--- src/rtl/box_drawer.sv ---
// Redraws the player box on the 160x120 framebuffer each frame tick:
// erase at the previous row (if any), draw at the new row, one pixel per clock.
module box_drawer #(
    parameter logic [7:0] BOX_X      = 8'd40,
    parameter int         BOX_SIZE   = 4,
    parameter logic [2:0] BOX_COLOUR = 3'b111,
    parameter logic [2:0] BG_COLOUR  = 3'b000
) (
    input  logic       clock,
    input  logic       reset,
    input  logic       frame_tick,
    input  logic [6:0] y_coordinate,
    output logic [7:0] x,
    output logic [6:0] y,
    output logic [2:0] colour,
    output logic       plot,
    output logic       busy,
    output logic       done
);

    localparam logic [1:0] S_IDLE   = 2'd0;
    localparam logic [1:0] S_ERASE  = 2'd1;
    localparam logic [1:0] S_DRAW   = 2'd2;
    localparam logic [1:0] S_FINISH = 2'd3;

    localparam logic [2:0] LAST = 3'(BOX_SIZE - 1);

    logic [1:0] state_q, state_d;
    logic [2:0] col_q, col_d;
    logic [2:0] row_q, row_d;
    logic [6:0] new_y_q, new_y_d;
    logic [6:0] old_y_q, old_y_d;
    logic       old_valid_q, old_valid_d;
    logic [7:0] x_q, x_d;
    logic [6:0] y_q, y_d;
    logic [2:0] colour_q, colour_d;
    logic       plot_q, plot_d;
    logic       busy_q, busy_d;
    logic       done_q, done_d;

    logic [6:0] base_y;
    logic [7:0] row_sum;
    logic       last_px;

    // 8-bit sum so rows past 127 cannot alias back onto the visible area
    assign base_y  = (state_q == S_ERASE) ? old_y_q : new_y_q;
    assign row_sum = {1'b0, base_y} + {5'd0, row_q};
    assign last_px = (col_q == LAST) && (row_q == LAST);

    always_comb begin
        state_d     = state_q;
        col_d       = col_q;
        row_d       = row_q;
        new_y_d     = new_y_q;
        old_y_d     = old_y_q;
        old_valid_d = old_valid_q;
        x_d         = x_q;
        y_d         = y_q;
        colour_d    = colour_q;
        plot_d      = 1'b0;
        busy_d      = (state_q != S_IDLE);
        done_d      = 1'b0;

        case (state_q)
            S_IDLE: begin
                if (frame_tick) begin
                    new_y_d = y_coordinate;
                    col_d   = 3'd0;
                    row_d   = 3'd0;
                    state_d = old_valid_q ? S_ERASE : S_DRAW;
                end
            end
            S_ERASE, S_DRAW: begin
                x_d      = BOX_X + {5'd0, col_q};
                y_d      = row_sum[6:0];
                colour_d = (state_q == S_ERASE) ? BG_COLOUR : BOX_COLOUR;
                plot_d   = (row_sum <= 8'd119);
                if (last_px) begin
                    col_d   = 3'd0;
                    row_d   = 3'd0;
                    state_d = (state_q == S_ERASE) ? S_DRAW : S_FINISH;
                end else if (col_q == LAST) begin
                    col_d = 3'd0;
                    row_d = row_q + 3'd1;
                end else begin
                    col_d = col_q + 3'd1;
                end
            end
            S_FINISH: begin
                done_d      = 1'b1;
                old_y_d     = new_y_q;
                old_valid_d = 1'b1;
                state_d     = S_IDLE;
            end
            default: state_d = S_IDLE;
        endcase
    end

    always_ff @(posedge clock or posedge reset) begin
        if (reset) begin
            state_q     <= S_IDLE;
            col_q       <= 3'd0;
            row_q       <= 3'd0;
            new_y_q     <= 7'd0;
            old_y_q     <= 7'd0;
            old_valid_q <= 1'b0;
            x_q         <= 8'd0;
            y_q         <= 7'd0;
            colour_q    <= 3'd0;
            plot_q      <= 1'b0;
            busy_q      <= 1'b0;
            done_q      <= 1'b0;
        end else begin
            state_q     <= state_d;
            col_q       <= col_d;
            row_q       <= row_d;
            new_y_q     <= new_y_d;
            old_y_q     <= old_y_d;
            old_valid_q <= old_valid_d;
            x_q         <= x_d;
            y_q         <= y_d;
            colour_q    <= colour_d;
            plot_q      <= plot_d;
            busy_q      <= busy_d;
            done_q      <= done_d;
        end
    end

    assign x      = x_q;
    assign y      = y_q;
    assign colour = colour_q;
    assign plot   = plot_q;
    assign busy   = busy_q;
    assign done   = done_q;

endmodule
--- config.mk ---
export PLATFORM = sky130hd
export DESIGN_NAME = box_drawer
export DESIGN_NICKNAME = d
export VERILOG_FILES = /design/src/rtl/box_drawer.sv
export SDC_FILE = /design/constraint.sdc
export NUM_CORES = 1
export LEC_CHECK = 0
export ABC_AREA = 1
export BUFFER_PORTS_ARGS = -buffer_cell sky130_fd_sc_hd__buf_2
export CAP_MARGIN = 20
export CORE_ASPECT_RATIO = 0.5
export CORE_UTILIZATION = 37
export DETAILED_ROUTE_END_ITERATION = 8
export PLACE_DENSITY = 0.62
export SYNTH_ARGS = -nofsm -noshare
export SYNTH_HDL_FRONTEND = slang
export SYNTH_SLANG_ARGS = --single-unit
export TNS_END_PERCENT = 50
--- constraint.sdc ---
create_clock -name clock -period 2.65 [get_ports clock]
set_input_delay 0.265 -clock clock [delete_from_list [all_inputs] [get_ports clock]]
set_output_delay 0.265 -clock clock [all_outputs]
set_load 0.05 [all_outputs]
# Yosys cells after proc, flatten, opt, wreduce, memory -nomap -nowiden
# Index checks and enable logic that the tools add are counted.
# totals
register_bits	44
out_inout_bits	21
word_cells	50
# op_classes
add_sub_neg	4
magnitude_cmp	1
n_eq_ne	8
mux	16
n_reduce_logical	9
# op_table
cell	count
2-to-1 mux 3 bit	6
one-hot mux 3 bit (2 select lines)	2
adder 7 x 3 -> 8 bit	1
<= comparator 8 x 7 -> 1 bit (second input constant)	1
adder 6 x 3 -> 7 bit (first input constant)	1
2-to-1 mux 7 bit	1
adder 3 x 1 -> 3 bit (second input constant)	2
== test 3 x 2 -> 1 bit (second input constant)	2
2-to-1 mux 2 bit	3
one-hot mux 2 bit (3 select lines)	1
AND reduction 2 bit	3
== test 2 bit (second input constant)	2
inequality test 2 bit (second input constant)	2
nonzero test 2 bit	2
2-to-1 mux 1 bit	3
inequality test 3 bit (second input constant)	1
AND reduction 3 bit	1
== test 2 x 1 -> 1 bit (second input constant)	1
logical NOT 2 bit	1
OR reduction 2 bit	1
logical AND 1 bit	1

# Logic depth before layout (Yosys ltp)
# Gate-level depths: netlist of the first run.
# logic_depth
depth_word	5
ltp_mapped	16
depth_no_buf	15

# Worst setup path before layout of the first run
# OpenSTA, ideal clock, no wires.
# synth_timing
path_kind	register to register
startpoint	reg state_q[1]
endpoint	reg plot_q, in the netlist plot
arrival_time_ps	2086
required_time_ps	2529
slack_ps	442
path_stages_with_launch	15
n_path_buf	1
period_less_slack_ps	2208
path_cell_list	dfrtp_1 -> inv_1 -> ha_1 -> buf_6 -> o21ai_0 -> ha_1 -> fa_1 -> a21oi_1 -> nor2_2 -> nand2_1 -> nand2_1 -> nand2_1 -> nand2_1 -> nor2_1 -> nor2_1
# synth_between
elab_chain_len	5
# synth_rtl
element	line_no	rtl
start, declared	28	logic [1:0] state_q, state_d;
start signal, assigned	114	state_q <= state_d;
== test 2 x 1 -> 1 bit	46, 64	
2-to-1 mux 7 bit	46	assign base_y = (state_q == S_ERASE) ? old_y_q : new_y_q;
adder 7 x 3 -> 8 bit	47	assign row_sum = {1'b0, base_y} + {5'd0, row_q};
<= comparator 8 x 7 -> 1 bit	77	plot_d = (row_sum <= 8'd119);
2-to-1 mux 1 bit *	64	case (state_q)
named net plot_d	37	logic plot_q, plot_d;
end signal, assigned	123	plot_q <= plot_d;
end, declared	37	
# The timed path passes the listed nets; every way through them passes the cells marked *.
# A chain may end at the register's enable or synchronous reset.

# Worst setup path in the final report of the first run
# Ends and elaborated chain as after synthesis.

==> results_dict.tcl, run 1 <==
set metrics [dict create \
    cts_sinks 38 \
    clkTransAtPathRegs_ns 0.07 \
    clock_path_buffers 2 \
    tightest_slew_ns 0.777 \
    dp_hpwl_mm 2.77 \
    grt_first_pass_wirelength_mm 6.14 \
    netlist_area_mm2 0.00190 \
    cp_slowest_cell "fa_1" \
    hold_violations 0 \
    crit_chain "inv_1 -> ha_4 -> o21ai_0 -> ha_1 -> fa_1 -> a21oi_1 -> nor2_2 -> nand2_1 -> nand2_1 -> nand2_1 -> nand2_1 -> nor2_1 -> nor2_1" \
    crit_path_max_incr_delay_ns 0.42 \
    min_path_type "primary input to async pin" \
    crit_top_cell "nand2_1" \
    coreArea_mm2 0.00493 \
    critPathTopFamily "adder cells" \
    drtPass1Iterations 5 \
    numCtsBuffers 5 \
    required_ns 2.82 \
    die-area_mm2 0.00545 \
    dr_total_vias 1481 \
    ys_seq_area_share_pct 50.0 \
    rows 18 \
    start_util_pct 38.6 \
    r2r_start "state_q[1]" \
    synth_cell_types 29 \
    area_growth_pct 14.5 \
    fillers 494 \
    cp-start-kind "register" \
    diodes 0 \
    port_buffers 27 \
    ys_ff_latch 38 \
    setup_violations 0 \
    path_buf_inv 1 \
    wire_per_inst_um 11.2 \
    cts_setup_buffers 0 \
    mostFrequentLayoutCells "nand2_1, dfrtp_1, buf_2" \
    rr_worst_depth 13 \
    end_kind "register" \
    final_antenna_net_count 0 \
    cts_tree "done" \
    r2r-end "plot" \
    drc 0 \
    drt_iter0_markers 31 \
    critPathMaxFanout 14 \
    max_slew_margin_pct 48.1 \
    r2r_slack_ns 0.32 \
    yosys.area.top_type "dfrtp_1" \
    clock.fmax_ghz 0.429 \
    maxCapViolCount 0 \
    syn_inst 224 \
    yosys_warnings 0 \
    status "complete, no violations" \
    arrival_ns 2.51 \
    die_w_um 103 \
    overflow 0 \
    slew_violations 0 \
    post-route-min-period_ns 2.33 \
    finalNetCount 274 \
    worstSkewPairLatency_ns 0.28 \
    grt_max_degree 22 \
    crit_type "register to register" \
    grt_usage_pct 15.6 \
    fin_crit_sh_pct 88.1 \
    final_layout_size_suffix_gt1_share_pct 19.0 \
    final_common_cell "nand2_1" \
    synth_top_cell_area_share_pct 50.0 \
    cts-root-buf "clkbuf_8" \
    cts_htree_levels 2 \
    pin_count 31 \
    tns_ns 0 \
    vias_per_cell 4.59 \
    rsz0062_at_grt "no" \
    grt_pass1_vias 1370 \
    wl_mm 3.60 \
    die_h_um 52.7 \
    synth_area_leaders "dfrtp_1, nand2_1, ha_1" \
    place.gp.congestion 0.881 \
    skew_ns 0.00285 \
    antenna_found_initial 0 \
    avgSynthCellArea_um2 8.50 \
]
## state kept, by name, summed over array words and instances (netlist names)
signal / count
busy: 1
col_q: 3
colour: 1
done: 1
new_y_q: 7
old_valid_q: 1
old_y_q: 7
plot: 1
row_q: 3
state_q: 2
x: 4
y: 7
## cells in the mapped netlist
library cell,count
nand2_1,69
dfrtp_1,38
inv_1,22
o21ai_0,21
nor2_1,14
a21oi_1,10
ha_1,10
nand3_1,9
buf_4,6
clkbuf_1,3
inv_2,2
nand2_4,2
o21ai_2,2
a21boi_0,1
a31oi_1,1
buf_2,1
buf_6,1
conb_1,1
fa_1,1
mux2_2,1
nand2_2,1
nor2_2,1
nor2_4,1
o211ai_1,1
o21a_1,1
o21ai_1,1
o21bai_1,1
or2_1,1
or2_2,1
## worst max-delay path by stage
stage          endpoint        from  cells past startpoint  slack [ns]
3_5_place_dp       plot  state_q[1]                     13        0.07
4_1_cts            plot  state_q[1]                     13        0.05
6_report           plot  state_q[1]                     13        0.32
2_1_floorplan      plot  state_q[1]                     14        0.44
5_1_grt            plot  state_q[1]                     13        0.13
3_3_place_gp       plot  state_q[1]                     13        0.22
## what timing repair did
| item | in CTS | in global routing |
|---|---|---|
| hold endpoints to repair | 0 | 0 |
| resized for setup | 0 | 2 |
| hold buffers | 0 | 0 |
| setup endpoints to repair | 0 | 3 |
## through the flow
stage	cells	instance area [µm²]	util [%]	hold slack, ns	worst slack, ns
after floorplan	226	1910	-	0.416	0.442
after global placement	316	2090	42.4	0.434	0.217
after detailed placement	316	2090	42.4	0.438	0.0749
after CTS	323	2170	43.9	0.136	0.0530
after global routing	323	2180	44.2	0.169	0.127
final	323	2180	44.2	0.112	0.317
## per-layer routing
layer	GRT usage (%)	share of wire, %
met1	21.3	53
met2	22.8	41
met3	4.53	4.8
met4	7.04	1.6
met5	0	0
## worst register-to-register path: cells and delay by family (launching register included)
| kind | cells | cell delay [ns] |
|---|---|---|
| AO/OA/AOI/OAI | 2 | 0.34 |
| flip-flops | 1 | 0.40 |
| buffers and inverters | 1 | 0.15 |
| adder cells (fa/ha/maj) | 3 | 0.91 |
| AND/OR/NAND/NOR | 7 | 0.42 |
## cell families after synthesis
kind of cell / count (synthesis) / share of synthesized area (%)
and+or+nand+nor: 99 / 21.8
AOI/OAI and AO/OA: 39 / 11.2
DFF: 38 / 50.0
buffers and inverters: 35 / 8.55
adders and majority gates: 11 / 7.63
muxes: 1 / 0.592
other: 1 / 0.197
## area by class of cell
cell class / count / area, µm² / share of cell area, %
sequential: 38 / 951 / 43.6
clock buffer: 7 / 76.3 / 3.50
timing repair buffer: 31 / 165 / 7.58
multi-input combinational: 153 / 810 / 37.1
tap: 70 / 87.6 / 4.02
inverter: 24 / 90.1 / 4.13
Power of run 1 is not shown: default switching activity piles up to over one toggle a cycle in this logic, so the estimate is an artifact.
==> run 2: changes to the inputs <==
Settings changed: PLACE_DENSITY 0.62 to 0.64.
Clock period 2.65 ns to 2.1 ns, I/O delays scaled along.
==> results_dict.tcl, run 2 (same netlist as run 1, synthesis figures left out) <==
set metrics [dict create \
    end_kind "register" \
    setup_violations 0 \
    tns_ns 0 \
    vias_per_cell 4.51 \
    antenna_found_initial 0 \
    place.gp.congestion 0.810 \
    start_util_pct 38.6 \
    status "complete, no violations" \
    ctsHoldBuffers 0 \
    crit_type "register to register" \
    multi_input_area_um2 871 \
    mostFrequentLayoutCells "nand2_1, dfrtp_1, buf_2" \
    cts-root-buf "clkbuf_8" \
    final_antenna_net_count 0 \
    pin_count 31 \
    fin_crit_sh_pct 98.3 \
    final_layout_size_suffix_gt1_share_pct 27.3 \
    overflow 0 \
    dp_hpwl_mm 2.72 \
    grt_first_pass_wirelength_mm 6.29 \
    cts_htree_levels 2 \
    drc 0 \
    cts_sinks 38 \
    drt_iter0_markers 50 \
    grt_max_degree 39 \
    skew_ns 0.00650 \
    finalNetCount 281 \
    required_ns 2.27 \
    cts_tree "done" \
    wl_mm 3.72 \
    rsz0062_at_grt "yes" \
    cp-start-kind "register" \
    worstSkewPairLatency_ns 0.28 \
    rows 18 \
    clkTransAtPathRegs_ns 0.07 \
    final_common_cell "nand2_1" \
    drtPass1Iterations 4 \
    maxCapViolCount 0 \
    grt_usage_pct 15.3 \
    slew_violations 0 \
    fillers 481 \
    die_h_um 52.7 \
    diodes 0 \
    ff_latch_area_um2 951 \
    clock.fmax_ghz 0.484 \
    post-route-min-period_ns 2.06 \
    coreArea_mm2 0.00493 \
    die_w_um 103 \
    startpoint "state_q[0]" \
    grt_pass1_vias 1415 \
    area_growth_pct 20.5 \
    port_buffers 27 \
    final_util_pct 46.5 \
    r2r_start "state_q[0]" \
    arrival_ns 2.23 \
    die-area_mm2 0.00545 \
    min_path_type "primary input to async pin" \
    wire_per_inst_um 11.3 \
    critPathMaxFanout 6 \
    dr_total_vias 1488 \
    clock_path_buffers 2 \
    hold_violations 0 \
    numCtsBuffers 5 \
]
[run 2: changes by cell type in the layout (fill, tap and decap cells not counted), sizes merged]
cell and change:
buf +7
[run 2: worst max-delay path, stage by stage (launching register included)]
cell and delay [ns]:
dfrtp_1 0.42, ha_4 0.21, nand2_2 0.06, o21ai_2 0.05, ha_2 0.20, fa_2 0.43
a21oi_2 0.15, nor2_2 0.05, nand2_1 0.07, nand2_2 0.06, nand2_2 0.06, nand2_1 0.05
nor2_1 0.10, nor2_1 0.04
[run 2: worst paths after layout]
check | end | slack, ns | cells past startpoint
setup / recovery | plot | 0.04 | 13
hold / removal | col_q[0] | 0.02 | 3
setup reg to reg | plot | 0.04 | 13
hold reg to reg | old_valid_q | 0.45 | 2
max in group asynchronous | done | 1.73 | 3
min in group clock | new_y_q[2] | 0.16 | 2
[run 2: final cells by class]
type                       instances  share of cell area [%]
sequential                        38                    41.5
timing repair buffer              38                    9.49
clock buffer                       7                    3.33
multi-input combinational        153                    38.0
inverter                          24                    3.93
tap                               70                    3.82
[run 2: metal layers]
| metal | vias to the layer above | GRT usage, % | share of wire, % |
|---|---|---|---|
| met5 | - | 0 | 0 |
| met3 | 4 | 3.73 | 4.4 |
| li1 | 769 | - | - |
| met2 | 26 | 24.6 | 43 |
| met4 | 0 | 3.99 | 0.57 |
| met1 | 689 | 20.7 | 52 |
[run 2: stage by stage]
step / setup WS (ns) / cell area, µm² / hold WS [ns] / instances
5_1_grt: -0.0749 / 2290 / 0.0714 / 330
6_report: 0.0353 / 2290 / 0.0201 / 330
3_5_place_dp: -0.0255 / 2130 / 0.347 / 319
4_1_cts: 0.0170 / 2210 / 0.0407 / 326
3_3_place_gp: -0.0000844 / 2130 / 0.342 / 319
2_1_floorplan: 0.000117 / 1920 / 0.361 / 226
[run 2: what timing repair did]
item | 4_1_cts | 5_1_grt
pin swaps | 0 | 15
gates resized for setup | 3 | 17
setup buffers | 0 | 4
setup endpoints to repair | 1 | 4
cloned | 0 | 0
Power of run 2 is left out for the same reason.
